==> src/rtl/andtest_pkg.sv <==
// Shared types and constants for the AND-gate LED self-test sequencer.
package andtest_pkg;

  typedef enum logic [1:0] {
    ST_IDLE   = 2'd0,
    ST_SETTLE = 2'd1,
    ST_DWELL  = 2'd2,
    ST_DONE   = 2'd3
  } state_t;

  localparam logic [1:0] STEP_LAST = 2'd3;
  localparam logic [2:0] ERR_MAX   = 3'd7;

  // Larger of two cycle counts, used to size the shared phase timer.
  function automatic int max_int(input int x, input int y);
    return (x > y) ? x : y;
  endfunction

endpackage

==> src/rtl/andtest_dwell_timer.sv <==
// Loadable down-counter with a terminal-count flag; times both the settle
// and the dwell phase of each truth-table step.
module andtest_dwell_timer #(
  parameter int CNT_W = 2
) (
  input  logic             clk,
  input  logic             reset,
  input  logic             load,
  input  logic             en,
  input  logic [CNT_W-1:0] load_val,
  output logic             tc
);

  logic [CNT_W-1:0] cnt;

  // Reload on request, otherwise count down to zero while enabled.
  always_ff @(posedge clk) begin
    if (!reset) begin
      cnt <= '0;
    end else if (load) begin
      cnt <= load_val;
    end else if (en && (cnt != '0)) begin
      cnt <= cnt - 1'b1;
    end
  end

  // A phase of N cycles is loaded with N-1, so zero marks its last cycle.
  assign tc = en && (cnt == '0);

endmodule

==> src/rtl/andtest_seq_ctrl.sv <==
// Self-test sequencer: steps the AND gate through 00,01,10,11, samples the
// fed-back output after a settle time, counts mismatches and drives the
// status LED once a single-pass run completes.
module andtest_seq_ctrl
  import andtest_pkg::*;
#(
  parameter int SETTLE_CYCLES = 2,
  parameter int DWELL_CYCLES  = 3,
  parameter int LOOP          = 0
) (
  input  logic       clk,
  input  logic       reset,
  input  logic       start,
  input  logic       y_in,
  output logic       a,
  output logic       b,
  output logic [1:0] step,
  output logic       busy,
  output logic       done,
  output logic       pass,
  output logic [2:0] err_count,
  output logic       led_oe,
  output logic       led_o
);

  localparam int CNT_W = $clog2(max_int(SETTLE_CYCLES, DWELL_CYCLES) + 1);
  localparam logic [CNT_W-1:0] SETTLE_LOAD = CNT_W'(SETTLE_CYCLES - 1);
  localparam logic [CNT_W-1:0] DWELL_LOAD  = CNT_W'(DWELL_CYCLES - 1);

  state_t           state;
  logic             tc;
  logic             tmr_load;
  logic             tmr_en;
  logic [CNT_W-1:0] tmr_val;
  logic             accept_start;

  assign accept_start = start && ((state == ST_IDLE) || (state == ST_DONE));

  // Timer reload: settle length on run start and on each new step,
  // dwell length when the sample has been taken.
  always_comb begin
    tmr_load = 1'b0;
    tmr_val  = SETTLE_LOAD;
    tmr_en   = (state == ST_SETTLE) || (state == ST_DWELL);
    if (accept_start) begin
      tmr_load = 1'b1;
    end else if ((state == ST_SETTLE) && tc) begin
      tmr_load = 1'b1;
      tmr_val  = DWELL_LOAD;
    end else if ((state == ST_DWELL) && tc) begin
      tmr_load = 1'b1;
    end
  end

  andtest_dwell_timer #(
    .CNT_W (CNT_W)
  ) u_timer (
    .clk      (clk),
    .reset    (reset),
    .load     (tmr_load),
    .en       (tmr_en),
    .load_val (tmr_val),
    .tc       (tc)
  );

  // Sequencer FSM with mismatch scoreboard and LED status registers.
  always_ff @(posedge clk) begin
    if (!reset) begin
      state     <= ST_IDLE;
      a         <= 1'b0;
      b         <= 1'b0;
      step      <= 2'd0;
      busy      <= 1'b0;
      done      <= 1'b0;
      pass      <= 1'b0;
      err_count <= 3'd0;
      led_oe    <= 1'b0;
      led_o     <= 1'b0;
    end else begin
      done <= 1'b0;
      case (state)
        ST_IDLE, ST_DONE: begin
          if (start) begin
            step      <= 2'd0;
            a         <= 1'b0;
            b         <= 1'b0;
            err_count <= 3'd0;
            pass      <= 1'b0;
            busy      <= 1'b1;
            led_oe    <= 1'b0;
            state     <= ST_SETTLE;
          end
        end
        ST_SETTLE: begin
          if (tc) begin
            // y_in is only trusted on the last settle cycle.
            if ((y_in != (a & b)) && (err_count != ERR_MAX)) begin
              err_count <= err_count + 3'd1;
            end
            state <= ST_DWELL;
          end
        end
        ST_DWELL: begin
          if (tc) begin
            if (step != STEP_LAST) begin
              step   <= step + 2'd1;
              {a, b} <= step + 2'd1;
              state  <= ST_SETTLE;
            end else if (LOOP != 0) begin
              step   <= 2'd0;
              {a, b} <= 2'd0;
              state  <= ST_SETTLE;
            end else begin
              busy   <= 1'b0;
              done   <= 1'b1;
              pass   <= (err_count == 3'd0);
              led_oe <= 1'b1;
              led_o  <= (err_count == 3'd0);
              state  <= ST_DONE;
            end
          end
        end
        default: state <= ST_IDLE;
      endcase
    end
  end

endmodule

==> config.mk <==
export PLATFORM = sky130hd
export DESIGN_NAME = andtest_seq_ctrl
export DESIGN_NICKNAME = d
export VERILOG_FILES = /design/src/rtl/andtest_pkg.sv /design/src/rtl/andtest_dwell_timer.sv /design/src/rtl/andtest_seq_ctrl.sv
export SDC_FILE = /design/constraint.sdc
export NUM_CORES = 1
export LEC_CHECK = 0
export BUFFER_PORTS_ARGS = -buffer_cell sky130_fd_sc_hd__buf_2
export CAP_MARGIN = 15
export CORE_MARGIN = 2
export CORE_UTILIZATION = 55
export CTS_CLUSTER_DIAMETER = 40
export DETAILED_ROUTE_END_ITERATION = 12
export PLACE_DENSITY_LB_ADDON = 0.05
export SLEW_MARGIN = 5
export SYNTH_ARGS = -nofsm -noshare
export SYNTH_HDL_FRONTEND = slang
export SYNTH_SLANG_ARGS = --single-unit
==> constraint.sdc <==
create_clock -name clk -period 5.7 [get_ports clk]
set_clock_uncertainty 0.05 [all_clocks]
set_input_delay 0.57 -clock clk [delete_from_list [all_inputs] [get_ports clk]]
set_output_delay 0.57 -clock clk [all_outputs]
set_load 0.1 [all_outputs]
==> results of run 1 <==
==> per-layer routing <==
layer  part of all wire, %  up-vias
met4                   1.6        0
met2                    46       17
met1                    47      266
met3                   5.1        4
li1                      -      323
met5                     0        -
==> area by class of cell <==
class	instances	area, um^2	share of cell area, %
Clock buffer	4	36.3	4.22
Inverter	9	33.8	3.92
Multi-Input combinational cell	58	417	48.4
Sequential cell	14	280	32.6
Tap cell	15	18.8	2.18
Timing Repair Buffer	15	75.1	8.72
==> state kept, by name, indices dropped and copies added, names as in the netlist <==
signal       count
a                1
u_timer.cnt      2
done             1
led_o            1
led_oe           1
busy             1
err_count        3
pass             1
step             1
state            2
==> where the power goes <==
| part | switching, W | leakage (nW) | internal, W |
|---|---|---|---|
| sequential | 0.0000105 | 0.114 | 0.000114 |
| combinational | 0.000109 | 0.292 | 0.0000704 |
| clock | 0.0000302 | 0.0210 | 0.0000388 |
==> worst paths after layout <==
check,start,to,slack [ps],cells past startpoint
worst max-delay path,state[0],err_count[0],3790,5
worst min-delay path,busy,busy,390,2
worst min register to register,busy,busy,390,2
worst max register to register,state[0],err_count[0],3790,5
==> stage by stage <==
step / hold WS (ps) / total power (W) / cells / cell area (um^2)
2_1_floorplan: 400 / 0.000278 / 85 / 754
3_3_place_gp: 384 / 0.000305 / 111 / 825
3_5_place_dp: 384 / 0.000305 / 111 / 825
4_1_cts: 397 / 0.000377 / 115 / 861
5_1_grt: 423 / 0.000404 / 115 / 861
6_report: 392 / 0.000373 / 115 / 861
==> placed cells by master (no fill, tap or decap), types with 2 or more instances in the layout <==
| cell | instances |
|---|---|
| sky130_fd_sc_hd__nor2b_1 | 2 |
| sky130_fd_sc_hd__ha_1 | 8 |
| sky130_fd_sc_hd__nor2_1 | 2 |
| sky130_fd_sc_hd__nand2_1 | 11 |
| sky130_fd_sc_hd__mux2i_1 | 4 |
| sky130_fd_sc_hd__a21oi_1 | 8 |
| sky130_fd_sc_hd__nand3_1 | 4 |
| sky130_fd_sc_hd__buf_2 | 15 |
| sky130_fd_sc_hd__clkbuf_4 | 3 |
| sky130_fd_sc_hd__inv_1 | 9 |
| sky130_fd_sc_hd__dfxtp_1 | 14 |
| sky130_fd_sc_hd__o21ai_0 | 2 |
| sky130_fd_sc_hd__nand3b_1 | 2 |
==> logic make-up after synthesis <==
family	after synthesis
compound gates	16
xor+xnor	1
fa+ha+maj	8
buf+inv	13
flops	14
mux	4
simple gates	29
==> critical path: stages (launching register included) <==
cell and delay (ps):
sky130_fd_sc_hd__dfxtp_1 350, sky130_fd_sc_hd__inv_1 50, sky130_fd_sc_hd__ha_1 380, sky130_fd_sc_hd__nand2b_4 200
sky130_fd_sc_hd__or4b_1 610, sky130_fd_sc_hd__mux2i_1 160
==> impl_results.md, run 1 <==
* Post-synthesis share of cell area spent on full adders, half adders and majority gates at approximately an eighth
* Longest Clk Path Bufs at 2
* Clock sink count at 14
* PostCTS Resize Cnt at 0
* Drt initial violations at 6
* Antenna violations before repair at 0
* Core region area at 1280 um^2
* First-pass GRT wire length at 2020 um
* Vias post-DR at 610
* Run status: finished, final reports clean
* Main area contributors after synthesis: sky130_fd_sc_hd__dfxtp_1 (37%), sky130_fd_sc_hd__ha_1 (13%), sky130_fd_sc_hd__nand2_1 (5.5%)
* Unrepaired setup endpoints after global routing: no
* Synth area leader: sky130_fd_sc_hd__dfxtp_1
* Total congestion overflow after global routing at 0
* Syn-to-layout area delta at 14.1%
* Nets at 113
* Setup tns final at 0 ps
* Number of synthesis warnings at 0
* Routability-driven placement congestion ratio at 0.771
* Synth Area in XOR/XNOR at 1.16%
* Height of the chip at between 40 and 50 um
* Synth Area in Compound Gates at around an eighth
* Tot GR Track Use at 18.4%
* Max-cap check violation count at 0
* Number of filler instances in the final layout at around 130
* Worst vdd ir at 297 uV
* Buffers inserted by post-CTS timing repair at 0
* Root Buffer Master: sky130_fd_sc_hd__clkbuf_4
* Ys flop type: sky130_fd_sc_hd__dfxtp_1
* Most frequent cells after synthesis: sky130_fd_sc_hd__dfxtp_1 (14), sky130_fd_sc_hd__nand2_1 (11), sky130_fd_sc_hd__inv_1 (9)
* Layout cell share with drive strength beyond 1 at 22.0%
* Clock tree from TritonCTS: built
* GR Layer Usage met2 at 25.8%
* Source-to-sink clock delay at the later pin of the worst-skew pair at 270 ps
* Detail-routed net length per standard cell at 11.4 um
* Via-per-instance ratio at 5.30
* Timing-limited maximum frequency at 523 MHz
* Fin crit share at approximately 34%
* Ys async rst share at 0%
* Clock-pin slew of the registers on the worst-case setup and hold paths at approximately 80 ps
* Final setup violation count at 0
* Share of the yosys chip area belonging to registers at 37.1%
* Fin crit period at 1910 ps
* Multiplexer area fraction after synthesis at 5.31%
* Critical path required time at 5820 ps
* Library cell with the highest instance count after synthesis: sky130_fd_sc_hd__dfxtp_1
* Final hold violation count at 0
* Vias in the first global route at 476
* Launching element type of the critical path: register
* Met1 track demand over resource at 25.2%
* Max Transition Viols Final at 0
* Dominant combinational cell family by area after synthesis: simple AND/OR/NAND/NOR gates
* Antenna-violating nets left at 0
* Max_slew headroom at 67.9%
* Power per cell area at 433 nW/um^2
* Nets in the synthesized netlist at 97
* Data arrival time of the critical path at just over 2000 ps
* Number of diodes at 0
* Flip-flop and latch count after synthesis at 14
* Met3 Usage GRT at 3.26%
* Unique masters post-synth at 29
* Worst min-delay path class: register to register
* Syn_area_per_cell at 8.88 um^2
* Simple-gate share of the synthesized area at between 20% and 30%
* Crit Path Category: register to register
* GRT busiest layer: met2
* Worst Path Max Fanout at 8
* Gate count after technology mapping at 85
* Leakage at around 0.43 nW
* H-Tree Depth at 1
* Clock buffers created by TritonCTS at 3
* Count of hold-fix buffers inserted at cts at 0
* Detailed placer's ending HPWL at between 900 and 1000 um
* Synthesized area at roughly 750 um^2
* Area share of the leading cell type in the synthesized netlist at 37.1%
* Number of detailed-routing iterations run before antenna repair at 4
* Type of element capturing the critical path: register
* Slew at the pin with the worst max-slew slack at 486 ps
* Port Buf Inserts at 15
* Minimum setup slack after placement at 3810 ps
* Overall die width at just over 40 um
* Count of flip-flops with a built-in enable after synthesis at 0
* Initial standard-cell utilization of the core at 58.7%
* Top-Level Pins at 16
* Wire length after detailed routing at 1310 um
* Largest net degree at the start of global routing at 15
* Final WS setup at 3790 ps
* Util after Layout at about two thirds
* Floorplan die area at 1680 um^2
* Post-route DRC at 0
* Number of cell rows at 13
Note: power is estimated with default switching activity, not from simulation.
==> inputs of run 2 (changes only) <==
- ABC_AREA: unset -> 1
- CORE_UTILIZATION: 55 -> 47
- clock period: 5.7 -> 1.55 ns (I/O delays scaled with it)
==> impl_results.md, run 2 <==
* Ys async rst share at 0%
* Max Transition Viols Final at 0
* Post-route DRC at 0
* Syn-to-layout area delta at 16.8%
* Run status: finished, final reports clean
* Commonest non-fill, non-tap cell in the layout: sky130_fd_sc_hd__nand2_1
* Worst min-delay path class: input port to register
* Terminus of the critical flop-to-flop path: err_count[2]
* Number of cell rows at 15
* Floorplan die area at 2140 um^2
* Area share of the leading cell type in the synthesized netlist at approximately a third
* Library cell with the highest instance count after synthesis: sky130_fd_sc_hd__nand2_1
* Number of synthesis warnings at 0
* Most frequent cells after synthesis: sky130_fd_sc_hd__nand2_1 (42), sky130_fd_sc_hd__inv_1 (23), sky130_fd_sc_hd__dfxtp_1 (14), sky130_fd_sc_hd__nand3_1 (14), sky130_fd_sc_hd__nor2_1 (9)
* Clock buffers created by TritonCTS at 3
* Register with the most flip-flops: err_count
* Max-cap check violation count at 0
* Main area contributors after synthesis: sky130_fd_sc_hd__dfxtp_1 (33%), sky130_fd_sc_hd__nand2_1 (19%), sky130_fd_sc_hd__ha_1 (12%)
* Tot GR Track Use at 15.2%
* Height of the chip at roughly 46 um
* Registers with the highest flip-flop counts: err_count (3), state (2), u_timer.cnt (2)
* Max_slew headroom at 67.9%
* Total congestion overflow after global routing at 0
* Footprint of the flip-flops and latches at 287 um^2
* Synth area leader: sky130_fd_sc_hd__dfxtp_1
* Worst R2R Setup Slack at 120 ps
* Clock tree from TritonCTS: built
* Worst Path Max Fanout at 7
* Critical path required time at between 1500 and 2000 ps
* Wire length after detailed routing at between 1500 and 2000 um
* Crit path buf inv count at 2
* Final WS setup at ~120 ps
* Worst vdd ir at roughly 1000 uV
* Nets at 157
* Buffers inserted by post-CTS timing repair at 0
* Overall die width at 46.3 um
* Detailed placer's ending HPWL at 1210 um
* Hold Startpoint: reset
* Unrepaired setup endpoints after global routing: no
* Syn_area_per_cell at ~6.6 um^2
* Detail-routed net length per standard cell at between 9 and 10 um
* Gate count after technology mapping at 128
* Unique masters post-synth at 15
* Vias post-DR at 762
* Via-per-instance ratio at 4.51
* Source-to-sink clock delay at the later pin of the worst-skew pair at 280 ps
* Clock sink count at 14
* Clock-pin slew of the registers on the worst-case setup and hold paths at ~100 ps
* Longest Clk Path Bufs at 2
* Initial standard-cell utilization of the core at about half
* Count of flip-flops with a built-in enable after synthesis at 0
* Vias in the first global route at 577
* Root Buffer Master: sky130_fd_sc_hd__clkbuf_4
* Largest register FFs at 3
* Critical path, cell by cell: inv_1 -> ha_4 -> inv_2 -> nand2_4 -> nor2_2 -> nand2_2 -> a21oi_1 -> nor2_1
* Gate family responsible for the most delay along the worst path: simple AND/OR/NAND/NOR gates
* Routability-driven placement congestion ratio at around 0.9
* Synthesized area at 841 um^2
* Minimum setup slack after placement at 65.3 ps
* Fin crit period at 1430 ps
* Power per cell area at about 2200 nW/um^2
* Most frequent cells in the layout: sky130_fd_sc_hd__nand2_1 (42), sky130_fd_sc_hd__inv_1 (23), sky130_fd_sc_hd__buf_2 (15)
* Setup tns final at 0 ps
* Launching element type of the critical path: register
* Antenna violations before repair at 0
* Critical Path Max Stage Delay at 350 ps
* Nets in the synthesized netlist at 140
* Path depth of the worst reg2reg path at 8
* Share of the yosys chip area belonging to registers at 33.3%
* Number of detailed-routing iterations run before antenna repair at 4
* Worst hold endpoint: step[0]
* Ys flop type: sky130_fd_sc_hd__dfxtp_1
* Hold path cells at 3
* Largest net degree at the start of global routing at 13
* R2R Path Start: state[0]
* Area taken by multi-input logic gates at 463 um^2
* Count of hold-fix buffers inserted at cts at 0
* Drt initial violations at 10
* Final hold violation count at 0
* Port Buf Inserts at 15
* PostCTS Resize Cnt at 0
* Slew at the pin with the worst max-slew slack at 486 ps
* Crit Path Category: register to register
* Type of element capturing the critical path: register
* First-pass GRT wire length at between 2000 and 2500 um
* Core region area at 1710 um^2
* Number of diodes at 0
* Final setup violation count at 0
* Fin crit share at 92.0%
* Number of filler instances in the final layout at 180
* Slowest stage cell on the critical path: sky130_fd_sc_hd__dfxtp_1
* Leakage at 0.586 nW
* Timing-limited maximum frequency at about 700 MHz
* Top-Level Pins at 16
* H-Tree Depth at 1
* Flip-flop and latch count after synthesis at 14
* Layout cell share with drive strength beyond 1 at 21.5%
* Antenna-violating nets left at 0
* Data arrival time of the critical path at 1550 ps
==> run 2: power by group <==
part           leakage, nW  switching (W)  internal, W
clock network       0.0210       0.000129     0.000143
logic                0.448       0.000973     0.000372
registers            0.117      0.0000529     0.000459
==> run 2: metal layers <==
layer / share of wire, % / track usage, % / up-vias / routed length [um]
met5: 0 / 0 / - / 0
li1: - / - / 418 / -
met3: 3.3 / 2.35 / 2 / 53
met1: 51 / 19.8 / 325 / 810
met2: 45 / 24.4 / 17 / 714
met4: 1.0 / 6.86 / 0 / 16
==> run 2: cell families (layout without fill, tap and decap cells) <==
group | after synthesis | after routing | synth area share (%)
AOI/OAI and AO/OA | 9 | 9 | 5.36
DFF | 14 | 14 | 33.3
buffers and inverters | 27 | 43 | 13.4
and+or+nand+nor | 70 | 70 | 36.0
adders and majority gates | 8 | 8 | 11.9
==> run 2: how the worst max path moves through the flow <==
| stage | startpoint | endpoint | depth (start not counted) |
|---|---|---|---|
| after global routing | state[0] | state[1] | 9 |
| after detailed placement | state[0] | err_count[2] | 8 |
| after global placement | state[0] | err_count[2] | 8 |
| final | state[0] | err_count[2] | 8 |
| after CTS | state[0] | err_count[2] | 8 |
| after floorplan | err_count[1] | err_count[1] | 9 |
==> run 2: final cells by class <==
class                   instances  share of cell area [%]
clock buffers                   4                    3.69
inverters                      24                    9.17
multi-input cells              87                    47.1
flip-flops and latches         14                    29.2
well taps                      25                    3.18
repair buffers                 15                    7.64
==> run 2: worst register-to-register path: stages, from the launching register on <==
cell,delay (ps)
sky130_fd_sc_hd__dfxtp_1,350
sky130_fd_sc_hd__inv_1,80
sky130_fd_sc_hd__ha_4,260
sky130_fd_sc_hd__inv_2,90
sky130_fd_sc_hd__nand2_4,80
sky130_fd_sc_hd__nor2_2,120
sky130_fd_sc_hd__nand2_2,100
sky130_fd_sc_hd__a21oi_1,130
sky130_fd_sc_hd__nor2_1,60
==> run 2: metrics by stage <==
| step | hold slack (ps) | cell area, um^2 | util, % | total power [W] | std cells |
|---|---|---|---|---|---|
| global placement | 386 | 931 | 54.5 | 0.00181 | 165 |
| CTS | 143 | 967 | 56.6 | 0.00211 | 169 |
| finish | 153 | 982 | 57.5 | 0.00213 | 169 |
| global route | 166 | 982 | 57.5 | 0.00232 | 169 |
| floorplan | 234 | 847 | - | 0.00164 | 128 |
| detailed placement | 388 | 931 | 54.5 | 0.00182 | 165 |
